<file path="src/rtl/melody_player.sv">
// rtl/melody_player.sv - piezo melody sequencer: stored-song ROM, tone/beat counters, one-shot or looped playback
// Optional inter-note silence is built when MELODY_PLAYER_GAP_EN is defined.
module melody_player #(
    parameter int  HALF_W     = 12,
    parameter int  BEAT_TICKS = 200000,
    parameter int  LEN        = 32,
    parameter int  NUM_SONGS  = 2,
    parameter int  GAP_TICKS  = 2000,
    localparam int SEL_W      = (NUM_SONGS > 1) ? $clog2(NUM_SONGS) : 1,
    localparam int IDX_W      = $clog2(LEN)
) (
    input  logic             clk,
    input  logic             rst,
    input  logic             start,
    input  logic             stop,
    input  logic [SEL_W-1:0] song_sel,
    input  logic             loop,
    output logic             piezo,
    output logic             busy,
    output logic             done,
    output logic [IDX_W-1:0] note_idx
);

    localparam int BEAT_W = $clog2(4 * BEAT_TICKS + 1);

    if (LEN < 2 || NUM_SONGS < 1 || GAP_TICKS < 0 || HALF_W < 11) begin : g_bad_cfg
        $error("melody_player: unsupported parameter set");
    end

`ifdef MELODY_PLAYER_GAP_EN
    localparam int               GAP_W    = $clog2(GAP_TICKS + 1);
    localparam logic [GAP_W-1:0] GAP_LAST = GAP_W'((GAP_TICKS > 0) ? GAP_TICKS - 1 : 0);
`endif

    typedef enum logic [1:0] {
        IDLE = 2'd0,
        TONE = 2'd1
`ifdef MELODY_PLAYER_GAP_EN
        , GAP = 2'd2
`endif
    } state_t;

    // Song 0 is the alarm tune; higher songs are short chirp patterns with small half-periods.
    function automatic logic [HALF_W+1:0] rom_word(input int song, input int idx);
        int h;
        int d;
        h = 0;
        d = idx % 4;
        if (song == 0) begin
            case (idx)
                0, 1:    begin h = 957;  d = 0; end
                2:       begin h = 1136; d = 1; end
                3:       begin h = 0;    d = 0; end
                default: begin
                    case (idx % 8)
                        0:       h = 1136;
                        1:       h = 1012;
                        2:       h = 902;
                        3:       h = 851;
                        4:       h = 758;
                        5:       h = 676;
                        6:       h = 602;
                        default: h = 0;
                    endcase
                end
            endcase
        end else begin
            h = (idx % 6 == 5) ? 0 : 4 * song + idx % 6;
            d = (idx + song) % 4;
        end
        return {HALF_W'(h), 2'(d)};
    endfunction

    state_t             state_q, state_d;
    logic [IDX_W-1:0]   idx_q, idx_d;
    logic [SEL_W-1:0]   song_q, song_d;
    logic               loop_q, loop_d;
    logic               piezo_q, piezo_d;
    logic               done_q, done_d;
    logic [BEAT_W-1:0]  beat_q, beat_d, beat_last;
    logic [HALF_W-1:0]  tone_q, tone_d, half;
    logic [1:0]         dur;
    logic [HALF_W+1:0]  word;
    logic               adv, abort;
`ifdef MELODY_PLAYER_GAP_EN
    logic [GAP_W-1:0]   gap_q, gap_d;
`endif

    always_comb begin
        state_d   = state_q;
        idx_d     = idx_q;
        song_d    = song_q;
        loop_d    = loop_q;
        piezo_d   = piezo_q;
        done_d    = 1'b0;
        beat_d    = beat_q;
        tone_d    = tone_q;
        adv       = 1'b0;
        abort     = 1'b0;
`ifdef MELODY_PLAYER_GAP_EN
        gap_d     = gap_q;
`endif
        word      = rom_word(int'(song_q), int'(idx_q));
        half      = word[HALF_W+1:2];
        dur       = word[1:0];
        beat_last = BEAT_W'((int'(dur) + 1) * BEAT_TICKS - 1);

        case (state_q)
            IDLE: begin
                if (start && !stop) begin
                    state_d = TONE;
                    song_d  = (int'(song_sel) < NUM_SONGS) ? song_sel : '0;
                    loop_d  = loop;
                end
            end
            TONE: begin
                if (stop) begin
                    abort = 1'b1;
                end else if (beat_q == beat_last) begin
                    piezo_d = 1'b0;
                    tone_d  = '0;
                    beat_d  = '0;
`ifdef MELODY_PLAYER_GAP_EN
                    state_d = GAP;
                    gap_d   = '0;
`else
                    adv     = 1'b1;
`endif
                end else begin
                    beat_d = beat_q + BEAT_W'(1);
                    if (half == '0) begin
                        piezo_d = 1'b0;
                        tone_d  = '0;
                    end else if (tone_q == half) begin
                        piezo_d = ~piezo_q;
                        tone_d  = '0;
                    end else begin
                        tone_d = tone_q + HALF_W'(1);
                    end
                end
            end
`ifdef MELODY_PLAYER_GAP_EN
            GAP: begin
                if (stop) begin
                    abort = 1'b1;
                end else if (gap_q == GAP_LAST) begin
                    adv = 1'b1;
                end else begin
                    gap_d = gap_q + GAP_W'(1);
                end
            end
`endif
            default: abort = 1'b1;
        endcase

        if (adv) begin
            if (idx_q == IDX_W'(LEN - 1)) begin
                idx_d = '0;
                if (loop_q) begin
                    state_d = TONE;
                end else begin
                    state_d = IDLE;
                    done_d  = 1'b1;
                end
            end else begin
                idx_d   = idx_q + IDX_W'(1);
                state_d = TONE;
            end
        end

        // Abort leaves every counter cleared so the next start begins from a clean note.
        if (abort) begin
            state_d = IDLE;
            idx_d   = '0;
            piezo_d = 1'b0;
            tone_d  = '0;
            beat_d  = '0;
`ifdef MELODY_PLAYER_GAP_EN
            gap_d   = '0;
`endif
        end
    end

    always_ff @(posedge clk) begin
        if (rst) begin
            state_q <= IDLE;
            idx_q   <= '0;
            song_q  <= '0;
            loop_q  <= 1'b0;
            piezo_q <= 1'b0;
            done_q  <= 1'b0;
            beat_q  <= '0;
            tone_q  <= '0;
`ifdef MELODY_PLAYER_GAP_EN
            gap_q   <= '0;
`endif
        end else begin
            state_q <= state_d;
            idx_q   <= idx_d;
            song_q  <= song_d;
            loop_q  <= loop_d;
            piezo_q <= piezo_d;
            done_q  <= done_d;
            beat_q  <= beat_d;
            tone_q  <= tone_d;
`ifdef MELODY_PLAYER_GAP_EN
            gap_q   <= gap_d;
`endif
        end
    end

    assign piezo    = piezo_q;
    assign busy     = (state_q != IDLE);
    assign done     = done_q;
    assign note_idx = idx_q;

endmodule
</file>
<file path="config.mk">
export PLATFORM = sky130hd
export DESIGN_NAME = melody_player
export DESIGN_NICKNAME = d
export VERILOG_FILES = /design/src/rtl/melody_player.sv
export SDC_FILE = /design/constraint.sdc
export NUM_CORES = 1
export LEC_CHECK = 0
export CORE_ASPECT_RATIO = 0.9
export CORE_MARGIN = 10
export CORE_UTILIZATION = 43
export CTS_CLUSTER_SIZE = 20
export DETAILED_ROUTE_END_ITERATION = 16
export PLACE_DENSITY_LB_ADDON = 0.25
export SLEW_MARGIN = 15
export SYNTH_ARGS = -nofsm -noshare
export SYNTH_HDL_FRONTEND = slang
export SYNTH_SLANG_ARGS = --single-unit
</file>
<file path="constraint.sdc">
create_clock -name clk -period 6.4 [get_ports clk]
set_input_delay 1.28 -clock clk [delete_from_list [all_inputs] [get_ports clk]]
set_output_delay 1.28 -clock clk [all_outputs]
set_load 0.05 [all_outputs]
</file>
=== Word level (Yosys, flattened, before mapping) ===
Cells that the tools add are included.

* Register bits after elaboration: 43
* Bits of input ports: 6
* Output and inout bits: 8

* Add/subtract/negate cells: 7
* $mul: 1
* Div/mod/pow operators: 1
* Equal/unequal tests: 14
* Muxes and demuxes: 25
* Bitwise gates (word level): 4
* Reductions and logical operators: 18

{| class="wikitable"
|+ Operators by type and width
! kind !! count
|-
| $pmux 11 s7 || 1
|-
| $mux 12 || 5
|-
| $pmux 11 s3 || 1
|-
| $eq 32x4->1 const B || 1
|-
| $logic_not 32->1 || 1
|-
| $mod 6x4->32 const B || 1
|-
| $add 20x1->20 const B || 1
|-
| $eq 20x20->1 || 1
|-
| $mux 20 || 1
|-
| $sub 20x1->20 const B || 1
|-
| $mul 3x12->14 const B || 1
|-
| $add 12x1->12 const B || 1
|-
| $add 4x12->12 || 1
|-
| $eq 12x12->1 || 1
|-
| $logic_not 12->1 || 1
|-
| $eq 5x2->1 const B || 2
|-
| $mux 2 || 5
|-
| $eq 3x3->1 const B || 3
|-
| $mux 1 || 9
|-
| $eq 3x2->1 const B || 2
|-
| $reduce_and 2->1 || 3
|-
| $reduce_bool 2->1 || 3
|-
| $reduce_or 3->1 || 2
|-
| $add 5x1->5 const B || 1
|-
| 17 further kinds || 21
|}

=== Longest topological paths before layout ===
* Depth after elaboration: 13
* Mapped depth: 22

=== Least setup slack after synthesis ===
OpenSTA, ideal clock, no wires.

* Path kind: reg-to-reg
* Start point: register idx_q[1] (netlist: note_idx[1])
* End point: register idx_q[3] (netlist: note_idx[3])
* Arrival: 5.159 ns
* Data required time: 6.330 ns
* Path slack: 1.170 ns
* Cell stages (with the launch flop): 20
* Path buffers: 3
* Cells stage by stage: dfxtp_1 -> clkbuf_1 -> clkbuf_1 -> inv_1 -> ha_1 -> or4_4 -> nand2_4 -> o21ai_0 -> nor2_1 -> o21bai_1 -> ha_1 -> xnor2_1 -> ha_1 -> xnor2_1 -> xnor2_1 -> or4_4 -> or2_1 -> buf_2 -> or4_1 -> a21oi_1

* Word-level cells in the longest chain between the ends: 11
* Elaborated cells between the ends (all ways): 18

{| class="wikitable"
|+ RTL lines
! item !! RTL line !! source
|-
| start: declaration || 75 || <nowiki>logic [IDX_W-1:0] idx_q, idx_d;</nowiki>
|-
| start signal: assignment || 199 || <nowiki>idx_q <= idx_d;</nowiki>
|-
| $eq 5x2->1, or another cell as far along || 50 || <nowiki>case (idx)</nowiki>
|-
| $reduce_or 3->1 (no source line) || n/a ||
|-
| $pmux 2 s2 || 50 ||
|-
| $mux 2 || 49 || <nowiki>if (song == 0) begin</nowiki>
|-
| $add 2x1->3 || 106 || <nowiki>beat_last = BEAT_W'((int'(dur) + 1) * BEAT_TICKS - 1);</nowiki>
|-
| $mul 3x12->14 || 106 ||
|-
| $sub 20x1->20 || 106 ||
|-
| $eq 20x20->1 || 119 || <nowiki>end else if (beat_q == beat_last) begin</nowiki>
|-
| $mux 1 || 119 ||
|-
| $mux 1 || 117 || <nowiki>if (stop) begin</nowiki>
|-
| $mux 1 || 108 || <nowiki>case (state_q)</nowiki>
|}

Parallel ways exist; a longest one is shown, timed or not.
A chain may end at the register's enable or synchronous reset.

=== Worst setup path in the final report ===
* Start point: register idx_q[4] (netlist: note_idx[4])
* End point: register tone_q[0]

* Word-level cells in the longest chain between the ends: 9
* Elaborated cells between the ends (all ways): 23

{| class="wikitable"
|+ RTL lines
! item !! RTL line !! source
|-
| branches (longest 8 deep; another with $mod 6x4->32) || n/a ||
|-
| $mux 12 (*) || 119 ||
|-
| end signal: assignment || 205 || <nowiki>tone_q <= tone_d;</nowiki>
|-
| end: declaration || 81 || <nowiki>logic [HALF_W-1:0] tone_q, tone_d, half;</nowiki>
|}

Mark *: on every way between the ends.

==> flow_metrics.py <==
metrics = {
    "worst_hold_path": {
        "holdCritPathClass": "flop to flop",
        "min_from": "loop_q",
    },
    "grt": {
        "grt_pass1_wl_um": 14600,
        "grt_util_all_layers_pct": 14.2,
        "met1_usage_pct": 19.2,
        "grt_max_degree": 40,
        "met3_usage_pct": 3.20,
        "use_met2_pct": 22.2,
        "grt_pass1_vias": 2925,
        "grt_overflow_total": 0,
        "antenna_found_initial": 0,
        "grt-busiest-layer": "met2",
    },
    "drt": {
        "drt_iter0_markers": 196,
        "drtPass1Iterations": 4,
        "via_per_inst": 5.92,
        "wl_per_cell_um": 15.9,
        "wl_um": 8900,
        "detail-route-antenna-nets": 0,
        "drc": 0,
        "num_vias": 3310,
    },
    "yosys": {
        "synth_edf_count": 0,
        "synth-main-ff-cell": "dfxtp_1",
        "ys_seq_area_share_pct": 23.6,
        "synth_area_per_cell_um2": 7.63,
        "synth.distinct_cells": 68,
        "synthArstFlopShare_pct": 0,
        "synth_nets": 492,
        "ys.warnings.count": 0,
        "synth_cells": 467,
        "synth_seq_cells": 42,
        "syn_area_um2": 3560,
    },
    "timing": {
        "worst_slew_pin_slew_ps": 794,
        "setup_slack_ps": 920,
        "hold_violations": 0,
        "timing.fmax_mhz": 182,
        "setup_viol": 0,
        "slew_viol_final": 0,
        "fin_crit_ps": 5480,
        "fin_tns_setup_ps": 0,
        "max_slew_margin_pct": 46.7,
        "finClkSkew_ps": 3.73,
        "finalCritPeriodShare_pct": 85.6,
        "rsz0062_at_grt": "false",
    },
    "worst_setup_path": {
        "critPathMaxFanout": 23,
        "worstSetupEndpoint": "tone_q[0]",
        "crit_path_end_kind": "flop",
        "rr_worst_depth": 17,
        "crit_buf_inv": 1,
        "critPathSlowestCell": "dfxtp_1",
        "crit_path_start": "note_idx[4]",
        "cp.required_ps": 6550,
        "arrival_ps": 5630,
        "cp.depth": 17,
        "path_cells": "ha_1 > nand4b_1 > o21ai_0 > o31ai_1 > nor2_1 > o21a_1 > ha_1 > ha_1 > inv_1 > and3_1 > a211oi_1 > nand4_1 > a2111oi_0 > o211ai_1 > nand4bb_1 > o21ai_1 > a211oi_1",
        "path_class": "flop to flop",
        "crit_top_cell": "ha_1",
        "reg2reg_from": "note_idx[4]",
        "cp_slowest_stage_delay_ps": 820,
        "r2r_slack_ps": 920,
        "critPathTopFamily": "compound AO/OA/AOI/OAI gates",
        "start_kind": "flop",
        "r2r_end": "tone_q[0]",
    },
    "power_and_ir_drop": {
        "seqPwrFrac_pct": 50.5,
        "p_per_area_nw_per_um2": 137,
        "p_total_mw": 0.525,
        "p_int_mw": 0.403,
        "pwr-share-clk_pct": 41.8,
        "p_switching_mw": 0.122,
        "peakVddDrop_mv": 0.107,
        "leakagePower_nw": 1.32,
        "pwr-share-comb_pct": 7.7,
        "swShare_pct": 23.2,
    },
    "placement": {
        "gp_congestion": 0.941,
        "dpl_cell_area_um2": 3710,
        "dpl_worst_slack_ps": 1040,
        "io_buffers": 13,
        "hpwl_um": 6670,
    },
    "floorplan": {
        "start_util_pct": 44.2,
        "pin_count": 14,
        "die_area_um2": 12300,
        "fp.dieH_um": 106,
        "rows": 31,
        "die_w_um": 116,
        "coreArea_um2": 8070,
    },
    "clocking": {
        "cts_resized": 0,
        "cts_num_sinks": 42,
        "cts_tree": "built",
        "clockBufferDepth": 2,
        "cts_max_level": 2,
        "cts_root_buf": "clkbuf_8",
        "cts_hold_buf": 0,
        "cts_setup_buffers": 0,
        "cts_made_buffers": 5,
        "clk_latency_ps": 300,
        "clk_pin_slew_ps": 80,
    },
    "cells_and_area": {
        "layout-drive-gt1-share_pct": 5.00,
        "area_growth_pct": 7.20,
        "finish.utilization_pct": 47.3,
        "final_area_um2": 3820,
        "finish.net_count": 485,
        "antenna-diode-count": 0,
    },
    "outcome": {
        "status": "finished clean",
    },
    "flow_run": {
        "max-cap-violations": 0,
    },
}
## placed cells by master, fill, tap and decap left out, drive strengths merged, types with 8 or more instances in the layout
master         instances
nor2                  57
nand2                 49
dfxtp                 42
xor2                  29
a21oi                 20
o21ai                 20
ha                    19
xnor2                 18
a211oi                17
nand3                 17
nand4                 13
clkdlybuf4s50         13
and3                   9
nand2b                 9
nor3                   9
inv                    8
## power groups by stage
stage / Sequential [mW] / Combinational, mW / Clock (mW)
after floorplan: 0.273 / 0.0272 / 0
after global placement: 0.271 / 0.0396 / 0
after detailed placement: 0.271 / 0.0405 / 0
after CTS: 0.265 / 0.0406 / 0.225
after global routing: 0.265 / 0.0445 / 0.236
final: 0.265 / 0.0404 / 0.220
## registers in the layout (all words and copies together), names as in the netlist
register and flops:
loop_q 1, song_q 1, tone_q 12, piezo 1, done 1, note_idx 5, beat_q 20, state_q 1
## worst min-delay path by stage
stage           endpoint  slack, ps  cells after the start
2_1_floorplan       done        410                      1
3_3_place_gp        done        450                      1
3_5_place_dp        done        450                      1
4_1_cts             done        470                      1
5_1_grt        beat_q[1]        500                      2
6_report            done        460                      1
## cell families (layout without fill, tap and decap cells)
logic type      after synthesis  in the layout  share of synthesized area (%)
fa+ha+maj                    19             19                           6.67
xor+xnor                     47             47                           11.6
mux                           8              8                           2.32
flops                        42             42                           23.6
simple gates                208            208                           30.5
buf+inv                      37             30                           4.35
compound gates              106            106                           21.0
## cell usage after synthesis (3+ instances only)
cell / number / area share, %
ha_1: 19 / 6.7
and3_1: 9 / 1.6
buf_4: 3 / 0.63
xnor2_1: 18 / 4.4
nor4b_1: 3 / 0.74
nor3b_1: 3 / 0.63
and2_1: 6 / 1.1
nor4_1: 4 / 0.70
nand3_1: 17 / 2.4
nand4_1: 13 / 2.3
nor3_1: 8 / 1.1
a21oi_1: 18 / 2.5
o21bai_1: 5 / 1.1
or3_1: 6 / 1.1
o21ai_0: 17 / 2.4
o22ai_1: 4 / 0.70
a21o_1: 3 / 0.63
o21a_1: 3 / 0.63
a221oi_1: 3 / 0.74
nand4b_1: 3 / 0.74
nor2b_1: 5 / 0.88
nor2_1: 57 / 6.0
o21ai_1: 3 / 0.42
nand2b_1: 9 / 1.6
o211ai_1: 5 / 1.1
xor2_1: 29 / 7.1
a31oi_1: 5 / 0.88
clkbuf_1: 21 / 2.2
mux2i_1: 6 / 1.7
dfxtp_1: 42 / 24
buf_2: 4 / 0.56
a211oi_1: 17 / 3.6
nand2_1: 48 / 5.1
inv_1: 7 / 0.74
## metrics by stage
step / hold WS (ps) / std cells
5_1_grt: 504 / 559
3_5_place_dp: 451 / 552
2_1_floorplan: 411 / 467
4_1_cts: 466 / 559
3_3_place_gp: 454 / 552
6_report: 463 / 559
## area by class of cell
cell class / count / area, um2
fillers: 809 / 4250
multi-input cells: 388 / 2570
flip-flops and latches: 42 / 841
repair buffers: 15 / 145
well taps: 99 / 124
clock buffers: 6 / 82.6
clock inverters: 1 / 30.0
inverters: 8 / 30.0
## per-layer routing
metal	up-vias	part of all wire [%]
met3	6	4.1
li1	1682	-
met4	0	0.57
met1	1560	49
met2	62	46
met5	-	0
(Power assumes the default switching activity.)
